[src/rtl/tint_signal_monitor_if.sv]
// Lamp-line and status bundle between the traffic controller side and tint_signal_monitor.
// master: the controller/supervisor side; slave: the monitor.
interface tint_signal_monitor_if;
  logic       main_red;
  logic       main_yellow;
  logic       main_green;
  logic       side_red;
  logic       side_yellow;
  logic       side_green;
  logic       fault_clr;
  logic [1:0] phase;
  logic       locked;
  logic       fault;
  logic [2:0] fault_code;

  modport master (
    output main_red, main_yellow, main_green,
    output side_red, side_yellow, side_green,
    output fault_clr,
    input  phase, locked, fault, fault_code
  );

  modport slave (
    input  main_red, main_yellow, main_green,
    input  side_red, side_yellow, side_green,
    input  fault_clr,
    output phase, locked, fault, fault_code
  );
endinterface

[src/rtl/tint_signal_monitor.sv]
// Independent lamp-output monitor for the T-intersection head: legality, sequence and dwell checks.
// Define TMON_DWELL_CHECK_EN to enable the exact-dwell checks (early/late change codes).
module tint_signal_monitor #(
  parameter int unsigned EXP_DWELL = 250_000_000,
  parameter int unsigned CNT_W     = 28
) (
  input  logic                  clk,
  input  logic                  reset_n,
  tint_signal_monitor_if.slave  mon
);

  typedef enum logic [1:0] {
    ST_SYNC  = 2'd0,
    ST_TRACK = 2'd1,
    ST_FAULT = 2'd2
  } state_e;

  localparam logic [1:0] PH_MAIN_GREEN  = 2'd0;
  localparam logic [1:0] PH_MAIN_YELLOW = 2'd1;
  localparam logic [1:0] PH_SIDE_GREEN  = 2'd2;
  localparam logic [1:0] PH_SIDE_YELLOW = 2'd3;

  localparam logic [2:0] CODE_NONE     = 3'd0;
  localparam logic [2:0] CODE_CONFLICT = 3'd1;
  localparam logic [2:0] CODE_SEQ      = 3'd2;
  localparam logic [2:0] CODE_EARLY    = 3'd3;
  localparam logic [2:0] CODE_LATE     = 3'd4;

  state_e     state_q, state_d;
  logic [1:0] phase_q, phase_d;
  logic [2:0] code_q, code_d;
  logic       locked_q, locked_d;
  logic       fault_q, fault_d;
  logic       first_q, first_d;
  logic [1:0] prev_q, prev_d;

`ifdef TMON_DWELL_CHECK_EN
  localparam logic [CNT_W-1:0] DWELL_MAX = CNT_W'(EXP_DWELL);
  logic [CNT_W-1:0] dwell_q, dwell_d;
`else
  logic unused_cfg;
  assign unused_cfg = ^{CNT_W'(EXP_DWELL)};
`endif

  logic [1:0] samp_c;
  logic       conflict_c;
  logic [1:0] succ_c;

  // Lamp decode: only the four legal {main, side} patterns map to a phase.
  always_comb begin
    samp_c     = PH_MAIN_GREEN;
    conflict_c = 1'b1;
    case ({mon.main_red, mon.main_yellow, mon.main_green,
           mon.side_red, mon.side_yellow, mon.side_green})
      6'b001_100: begin samp_c = PH_MAIN_GREEN;  conflict_c = 1'b0; end
      6'b010_100: begin samp_c = PH_MAIN_YELLOW; conflict_c = 1'b0; end
      6'b100_001: begin samp_c = PH_SIDE_GREEN;  conflict_c = 1'b0; end
      6'b100_010: begin samp_c = PH_SIDE_YELLOW; conflict_c = 1'b0; end
      default:    begin samp_c = PH_MAIN_GREEN;  conflict_c = 1'b1; end
    endcase
  end

  assign succ_c = phase_q + 2'd1;

  // Next-state and registered-output computation.
  always_comb begin
    state_d = state_q;
    phase_d = phase_q;
    code_d  = code_q;
    first_d = first_q;
    prev_d  = prev_q;
`ifdef TMON_DWELL_CHECK_EN
    dwell_d = dwell_q;
`endif

    case (state_q)
      ST_SYNC: begin
        if (conflict_c) begin
          state_d = ST_FAULT;
          code_d  = CODE_CONFLICT;
        end else if (samp_c == PH_MAIN_GREEN &&
                     (first_q || prev_q == PH_SIDE_YELLOW)) begin
          state_d = ST_TRACK;
          phase_d = PH_MAIN_GREEN;
          first_d = 1'b0;
          prev_d  = samp_c;
`ifdef TMON_DWELL_CHECK_EN
          dwell_d = CNT_W'(1);
`endif
        end else begin
          first_d = 1'b0;
          prev_d  = samp_c;
        end
      end

      ST_TRACK: begin
        // First matching check wins; a new phase is accepted only as the successor.
        if (conflict_c) begin
          state_d = ST_FAULT;
          code_d  = CODE_CONFLICT;
        end else if (samp_c != phase_q && samp_c != succ_c) begin
          state_d = ST_FAULT;
          code_d  = CODE_SEQ;
        end
`ifdef TMON_DWELL_CHECK_EN
        else if (samp_c == succ_c && dwell_q < DWELL_MAX) begin
          state_d = ST_FAULT;
          code_d  = CODE_EARLY;
        end else if (samp_c == phase_q && dwell_q == DWELL_MAX) begin
          state_d = ST_FAULT;
          code_d  = CODE_LATE;
        end else if (samp_c == succ_c) begin
          phase_d = samp_c;
          dwell_d = CNT_W'(1);
        end else begin
          dwell_d = dwell_q + CNT_W'(1);
        end
`else
        else if (samp_c == succ_c) begin
          phase_d = samp_c;
        end
`endif
      end

      ST_FAULT: begin
        if (mon.fault_clr) begin
          state_d = ST_SYNC;
          code_d  = CODE_NONE;
          first_d = 1'b1;
`ifdef TMON_DWELL_CHECK_EN
          dwell_d = '0;
`endif
        end
      end

      default: begin
        state_d = ST_SYNC;
      end
    endcase

    locked_d = (state_d == ST_TRACK);
    fault_d  = (state_d == ST_FAULT);
  end

  always_ff @(posedge clk or negedge reset_n) begin
    if (!reset_n) begin
      state_q  <= ST_SYNC;
      phase_q  <= PH_MAIN_GREEN;
      code_q   <= CODE_NONE;
      locked_q <= 1'b0;
      fault_q  <= 1'b0;
      first_q  <= 1'b1;
      prev_q   <= PH_MAIN_GREEN;
`ifdef TMON_DWELL_CHECK_EN
      dwell_q  <= '0;
`endif
    end else begin
      state_q  <= state_d;
      phase_q  <= phase_d;
      code_q   <= code_d;
      locked_q <= locked_d;
      fault_q  <= fault_d;
      first_q  <= first_d;
      prev_q   <= prev_d;
`ifdef TMON_DWELL_CHECK_EN
      dwell_q  <= dwell_d;
`endif
    end
  end

  assign mon.phase      = phase_q;
  assign mon.locked     = locked_q;
  assign mon.fault      = fault_q;
  assign mon.fault_code = code_q;

endmodule
[src/flat_wrapper.sv]
// flat-port wrapper written by rule: the top's interface ports become plain ports
module tint_signal_monitor_flat 
#(
  parameter int unsigned EXP_DWELL = 250_000_000,
  parameter int unsigned CNT_W     = 28
)
  (clk, reset_n, mon_main_red, mon_main_yellow, mon_main_green, mon_side_red, mon_side_yellow, mon_side_green, mon_fault_clr, mon_phase, mon_locked, mon_fault, mon_fault_code);
  tint_signal_monitor_if mon_i ();
  input  logic clk;
  input  logic reset_n;
  input wire logic [$bits(mon_i.main_red)-1:0] mon_main_red;
  input wire logic [$bits(mon_i.main_yellow)-1:0] mon_main_yellow;
  input wire logic [$bits(mon_i.main_green)-1:0] mon_main_green;
  input wire logic [$bits(mon_i.side_red)-1:0] mon_side_red;
  input wire logic [$bits(mon_i.side_yellow)-1:0] mon_side_yellow;
  input wire logic [$bits(mon_i.side_green)-1:0] mon_side_green;
  input wire logic [$bits(mon_i.fault_clr)-1:0] mon_fault_clr;
  output wire logic [$bits(mon_i.phase)-1:0] mon_phase;
  output wire logic [$bits(mon_i.locked)-1:0] mon_locked;
  output wire logic [$bits(mon_i.fault)-1:0] mon_fault;
  output wire logic [$bits(mon_i.fault_code)-1:0] mon_fault_code;
  assign mon_i.main_red = mon_main_red;
  assign mon_i.main_yellow = mon_main_yellow;
  assign mon_i.main_green = mon_main_green;
  assign mon_i.side_red = mon_side_red;
  assign mon_i.side_yellow = mon_side_yellow;
  assign mon_i.side_green = mon_side_green;
  assign mon_i.fault_clr = mon_fault_clr;
  assign mon_phase = mon_i.phase;
  assign mon_locked = mon_i.locked;
  assign mon_fault = mon_i.fault;
  assign mon_fault_code = mon_i.fault_code;
  tint_signal_monitor #(.EXP_DWELL(EXP_DWELL), .CNT_W(CNT_W)) u_core (.clk(clk), .reset_n(reset_n), .mon(mon_i));
endmodule
[config.mk]
export PLATFORM = sky130hd
export DESIGN_NAME = tint_signal_monitor_flat
export DESIGN_NICKNAME = d
export VERILOG_FILES = /design/src/rtl/tint_signal_monitor_if.sv /design/src/rtl/tint_signal_monitor.sv /design/src/flat_wrapper.sv
export SDC_FILE = /design/constraint.sdc
export NUM_CORES = 1
export LEC_CHECK = 0
export CAP_MARGIN = 20
export CORE_UTILIZATION = 25
export CTS_BUF_LIST = sky130_fd_sc_hd__clkbuf_4 sky130_fd_sc_hd__clkbuf_8
export DETAILED_ROUTE_END_ITERATION = 10
export MAX_ROUTING_LAYER = met4
export SYNTH_ARGS = -nofsm -noshare
export SYNTH_HDL_FRONTEND = slang
export SYNTH_SLANG_ARGS = --single-unit
export TNS_END_PERCENT = 1
[constraint.sdc]
create_clock -name clk -period 4.55 [get_ports clk]
set_input_delay 0.91 -clock clk [delete_from_list [all_inputs] [get_ports clk]]
set_output_delay 0.91 -clock clk [all_outputs]
set_load 0.01 [all_outputs]
==> Word-level counts from Yosys, hierarchy flattened <==
Cells that the tools add are included.
{ "totals": {"ff_bits": 12, "inputBits": 9, "out_inout_bits": 7, "wordCells": 62} }
{ "classes": {"addsub": 1, "eq_ne": 20, "muxes": 21, "n_reduce_logical": 13} }
{ "op_table": {"columns": ["cell", "n"], "rows": [
  ["2-bit 2-to-1 mux", 10],
  ["6-bit equality test, second input constant", 2],
  ["3-bit 2-to-1 mux", 4],
  ["2-bit case mux with 3 select lines", 2],
  ["2-bit != test, second input constant", 5],
  ["3-bit case mux with 3 select lines", 1],
  ["2-bit equality test, second input constant", 3],
  ["6-bit by 4-bit equality test with 1-bit output, second input constant", 1],
  ["6-bit by 5-bit equality test with 1-bit output, second input constant", 1],
  ["6-bit AND reduction", 1],
  ["2-bit by 1-bit equality test with 1-bit output, second input constant", 2],
  ["2-bit zero test", 2],
  ["2-bit by 1-bit != test with 1-bit output, second input constant", 2],
  ["2-bit != test", 2],
  ["2-bit case mux with 2 select lines", 1],
  ["4-bit AND reduction", 1],
  ["2-bit nonzero test", 2],
  ["4-bit OR reduction", 1],
  ["3-bit by 2-bit != test with 1-bit output, second input constant", 1],
  ["3-bit AND reduction", 1],
  ["3-bit nonzero test", 1],
  ["2-bit by 1-bit adder with 2-bit output, second input constant", 1],
  ["2-bit equality test", 1],
  ["1-bit logical AND", 2],
  ["4 further kinds", 5]
]} }

==> Longest topological paths before layout <==
{ "logic_depth": {"word_depth": 8, "ltp_mapped": 7, "ltp_nobuf": 7} }

==> Worst setup path before layout <==
No wires, ideal clock.
{ "synth_path": {"kind": "input-to-reg", "from": "in mon_main_green", "to": "reg u_core.locked_q (netlist: u_core.mon.locked)", "setup_ps": 80, "arrival_ps": 2542, "t_required_ps": 4470, "path_slack_ps": 1928, "path_stages": 6, "n_path_buf": 0, "path_cell_list": "or4b_4 or2_4 xnor2_4 xnor2_1 a221oi_2 nor3b_2"} }
{ "synth_between": {"elab_chain_len": 8, "word_cells_on_any_way": 17, "classes_between": "7 x eq/ne; 6 x mux; 4 x reduce/logical"} }
{ "synth_lines": {"columns": ["element", "line", "source"], "rows": [
  ["from (decl)", "flat_wrapper.sv:13", "input wire logic [$bits(mon_i.main_green)-1:0] mon_main_green;"],
  ["6-bit equality test / 6-bit by 5-bit equality test with 1-bit output (equally long branches)", "tint_signal_monitor.sv:53", "case ({mon.main_red, mon.main_yellow, mon.main_green,"],
  ["2-bit case mux with 3 select lines", "tint_signal_monitor.sv:53", null],
  ["2-bit != test / 2-bit zero test (equally long branches)", "tint_signal_monitor.sv:101, tint_signal_monitor.sv:81", null],
  ["1-bit logical AND, on equally long branches", "tint_signal_monitor.sv:101, tint_signal_monitor.sv:81", null],
  ["2-bit 2-to-1 mux, on equally long branches", "tint_signal_monitor.sv:101, tint_signal_monitor.sv:81", null],
  ["2-bit 2-to-1 mux, on equally long branches", "tint_signal_monitor.sv:98, tint_signal_monitor.sv:78", null],
  ["2-bit case mux with 3 select lines (*)", "tint_signal_monitor.sv:76", "case (state_q)"],
  ["2-bit by 1-bit equality test with 1-bit output (*)", "tint_signal_monitor.sv:141", "locked_d = (state_d == ST_TRACK);"],
  ["net u_core.locked_d", "tint_signal_monitor.sv:32", "logic locked_q, locked_d;"],
  ["to (signal assigned)", "tint_signal_monitor.sv:161", "locked_q <= locked_d;"],
  ["to (decl)", "tint_signal_monitor.sv:32", null]
]} }
Mark *: on every way through the listed nets, which the timed path passes. The rest lies on a longest branch.
A chain may end at the register's enable or synchronous reset.

==> Final worst setup path <==
Ends and elaborated chain as after synthesis.

==> impl_metrics.env <==
export IMPL_cts_sinks=11
export IMPL_multi_input_area_um2=502
export IMPL_synthFlopType="dfrtp_1"
export IMPL_cts_hold_buf=0
export IMPL_seqCellArea_um2=277
export IMPL_pwr_density_cell_nw_per_um2=428
export IMPL_synthesis_area_um2=802
export IMPL_routabilityCongestion=0.766
export IMPL_drt_pass1_iter_count=3
export IMPL_fin_cells=143
export IMPL_synth_edf_count=0
export IMPL_path_buf_inv=1
export IMPL_overflow=0
export IMPL_port_buffers=14
export IMPL_pre_cts_ws_ns=1.33
export IMPL_area_growth_pct=26.5
export IMPL_finalHoldViolCount=0
export IMPL_dieWidth_um=58.6
export IMPL_placedCellCount=139
export IMPL_drt_first_iter_violations=10
export IMPL_fin_crit_ns=2.93
export IMPL_synth_adder_area_share_pct=7.80
export IMPL_antenna_found_initial=0
export IMPL_min_from="u_core.prev_q[0]"
export IMPL_grt_pass1_vias=638
export IMPL_synth_xor_area_share_pct=7.80
export IMPL_critical_path_slowest_cell="or4b_4"
export IMPL_cap_viol_max_count=0
export IMPL_cts_setup_buffers=0
export IMPL_rsz0062_at_grt="false"
export IMPL_detail_route_antenna_nets=0
export IMPL_viasPerCell=4.64
export IMPL_slew_headroom_pct=60.3
export IMPL_clk_latency_ns=0.27
export IMPL_crit_required_ns=4.75
export IMPL_drv_slew=0
export IMPL_end_kind="flop"
export IMPL_cts_resized=0
export IMPL_synth_seq_cells=11
export IMPL_fillers=346
export IMPL_dieArea_um2=3440
export IMPL_htreeDepth=1
export IMPL_reg2reg_from="u_core.state_q[1]"
export IMPL_crit_chain="clkdlybuf4s50_1 -> or4b_4 -> or2_4 -> xnor2_4 -> xnor2_1 -> a221oi_2 -> nor3b_2"
export IMPL_hp_class="flop to flop"
export IMPL_placementRows=20
export IMPL_synthesis_nets=97
export IMPL_post_drt_wl_per_cell_um=11.2
export IMPL_synth_top_family_by_area="compound AO/OA/AOI/OAI gates"
export IMPL_timing_critical_path_from="mon_main_green"
export IMPL_initial_utilization_pct=26.3
export IMPL_die_h_um=58.6
export IMPL_async_reset_ff_share_pct=100
export IMPL_crit_family="simple AND/OR/NAND/NOR gates"
export IMPL_clockBufferDepth=2
export IMPL_worst_path_max_fanout=4
export IMPL_cts_buffers=3
export IMPL_crit_arrival_ns=3.13
export IMPL_drive_gt1_share_pct=12.1
export IMPL_worst_slew_pin_slew_ns=0.589
export IMPL_grt_max_degree=12
export IMPL_finalSetupViolations=0
export IMPL_ys_top_cells_by_area="dfrtp_1, ha_1, o21ai_0, nand2_1, xnor2_4"
export IMPL_use_met3_pct=1.32
export IMPL_path_clk_slew_ns=0.07
export IMPL_yosysWarningCount=0
export IMPL_status="finished clean"
export IMPL_grt_util_met2_pct=17.4
export IMPL_antenna_cells=0
export IMPL_tns_ns=0
export IMPL_dpl_hpwl_um=1310
export IMPL_dr_total_vias=664
export IMPL_final_util_pct=33.2
export IMPL_path_class="input port to flop"
export IMPL_seq_area_frac_synth_pct=34.5
export IMPL_max_freq_mhz=341
export IMPL_p_leak_nw=0.415
export IMPL_drt_wl_total_um=1600
export IMPL_setup_slack_ns=1.62
export IMPL_synth_mux_area_share_pct=2.50
export IMPL_finClkSkew_ns=0.00382
export IMPL_cts_root_buf="clkbuf_4"
export IMPL_syn_avg_cell_area_um2=9.66
export IMPL_synth_compound_area_share_pct=22.2
export IMPL_drc=0
export IMPL_grt_pass1_wl_um=2620
export IMPL_synth_cells=83
export IMPL_core_area_um2=3050
export IMPL_cp_start_kind="input port"
export IMPL_io_pins=16
export IMPL_use_met1_pct=12.1
export IMPL_nNetsFinal=114
export IMPL_yosys_area_share_simple_pct=21.8
export IMPL_fin_crit_sh_pct=64.5
export IMPL_yosysTopAreaCellShare_pct=31.2
export IMPL_peakVddDrop_mv=0.0875
export IMPL_holdWs_ns=0.489
export IMPL_yosysUniqueCellTypes=38
export IMPL_cts_tree="done"
export IMPL_top_usage_layer="met2"
export IMPL_crit_path_max_incr_delay_ns=0.57
export IMPL_grt_usage_pct=10.5
export IMPL_synth_top_cell_by_area="dfrtp_1"
[power by group]
part            total, W  internal (W)  switching, W
clock          0.0000739     0.0000400     0.0000339
combinational   0.000203      0.000110     0.0000927
sequential      0.000158      0.000130     0.0000279
[worst reg2reg max path, cell delays in order (launching register included)]
cell      delay, ns
dfrtp_1        0.46
inv_1          0.10
ha_1           0.28
o21ai_0        0.24
or2b_2         0.36
o211ai_1       0.27
nor3b_1        0.24
[registers in the layout, indices dropped and copies added, names as in the netlist]
name                   count
u_core.mon.locked          1
u_core.mon.fault_code      2
u_core.first_q             1
u_core.mon.phase           2
u_core.state_q             2
u_core.prev_q              2
u_core.mon.fault           1
[placed cells by master, fill, tap and decap left out, types with 2 or more instances in the layout]
cell type        instances
nor4bb_1                 2
nand2b_1                 2
ha_1                     5
inv_1                    3
xnor2_1                  2
o211ai_1                 2
mux2i_1                  2
clkbuf_4                 4
a21o_1                   2
dfrtp_1                 10
o21ai_0                  8
clkdlybuf4s50_1         14
nand2_1                  9
a21oi_1                  3
nor4b_1                  2
xor2_1                   2
nor2_1                   6
[layer usage]
layer,vias to the layer above,share of wire (%),routed length [um]
met3,5,3.9,62
met1,305,46,734
li1,339,-,-
met4,0,2.7,43
met2,15,48,761
met5,-,0,0
[synth_stat cells, types with 2 or more instances]
| cell | instances |
|---|---|
| dfrtp_1 | 10 |
| nand2_1 | 9 |
| o21ai_0 | 8 |
| nor2_1 | 6 |
| ha_1 | 5 |
| a21oi_1 | 3 |
| inv_1 | 3 |
| a21o_1 | 2 |
| mux2i_1 | 2 |
| nand2b_1 | 2 |
| nor4b_1 | 2 |
| nor4bb_1 | 2 |
| o211ai_1 | 2 |
| xnor2_1 | 2 |
| xor2_1 | 2 |
[per-stage QoR]
step                      instance area (um2)  total power (W)
after global placement                    985         0.000358
after CTS                                1010         0.000440
after detailed placement                  985         0.000363
after floorplan                           802         0.000296
after global routing                     1010         0.000467
final                                    1010         0.000434
[area by class of cell]
type | count | area share, %
inverters | 3 | 1.11
flip-flops and latches | 11 | 27.3
clock buffers | 4 | 2.96
repair buffers | 14 | 13.8
multi-input cells | 67 | 49.4
well taps | 44 | 5.43
[path summary, 6_finish.rpt]
path | slack (ns) | cells after the start | end
worst max register to register | 2.52 | 6 | u_core.mon.fault
max in group asynchronous | 3.23 | 1 | u_core.first_q
worst max-delay path | 1.62 | 7 | u_core.mon.locked
worst min register to register | 0.49 | 2 | u_core.prev_q[0]
worst min-delay path | 0.49 | 2 | u_core.prev_q[0]
min in group asynchronous | 0.97 | 1 | u_core.state_q[0]
[kinds of logic (layout without fill, tap and decap cells)]
family | count (synthesis) | in the layout
AND/OR/NAND/NOR | 29 | 29
AO/OA/AOI/OAI | 25 | 25
other | 1 | 1
adder cells (fa/ha/maj) | 5 | 5
buffers and inverters | 5 | 21
multiplexers | 2 | 2
XOR/XNOR | 5 | 5
flip-flops | 11 | 11
Note: power is estimated with default switching activity, not from simulation.
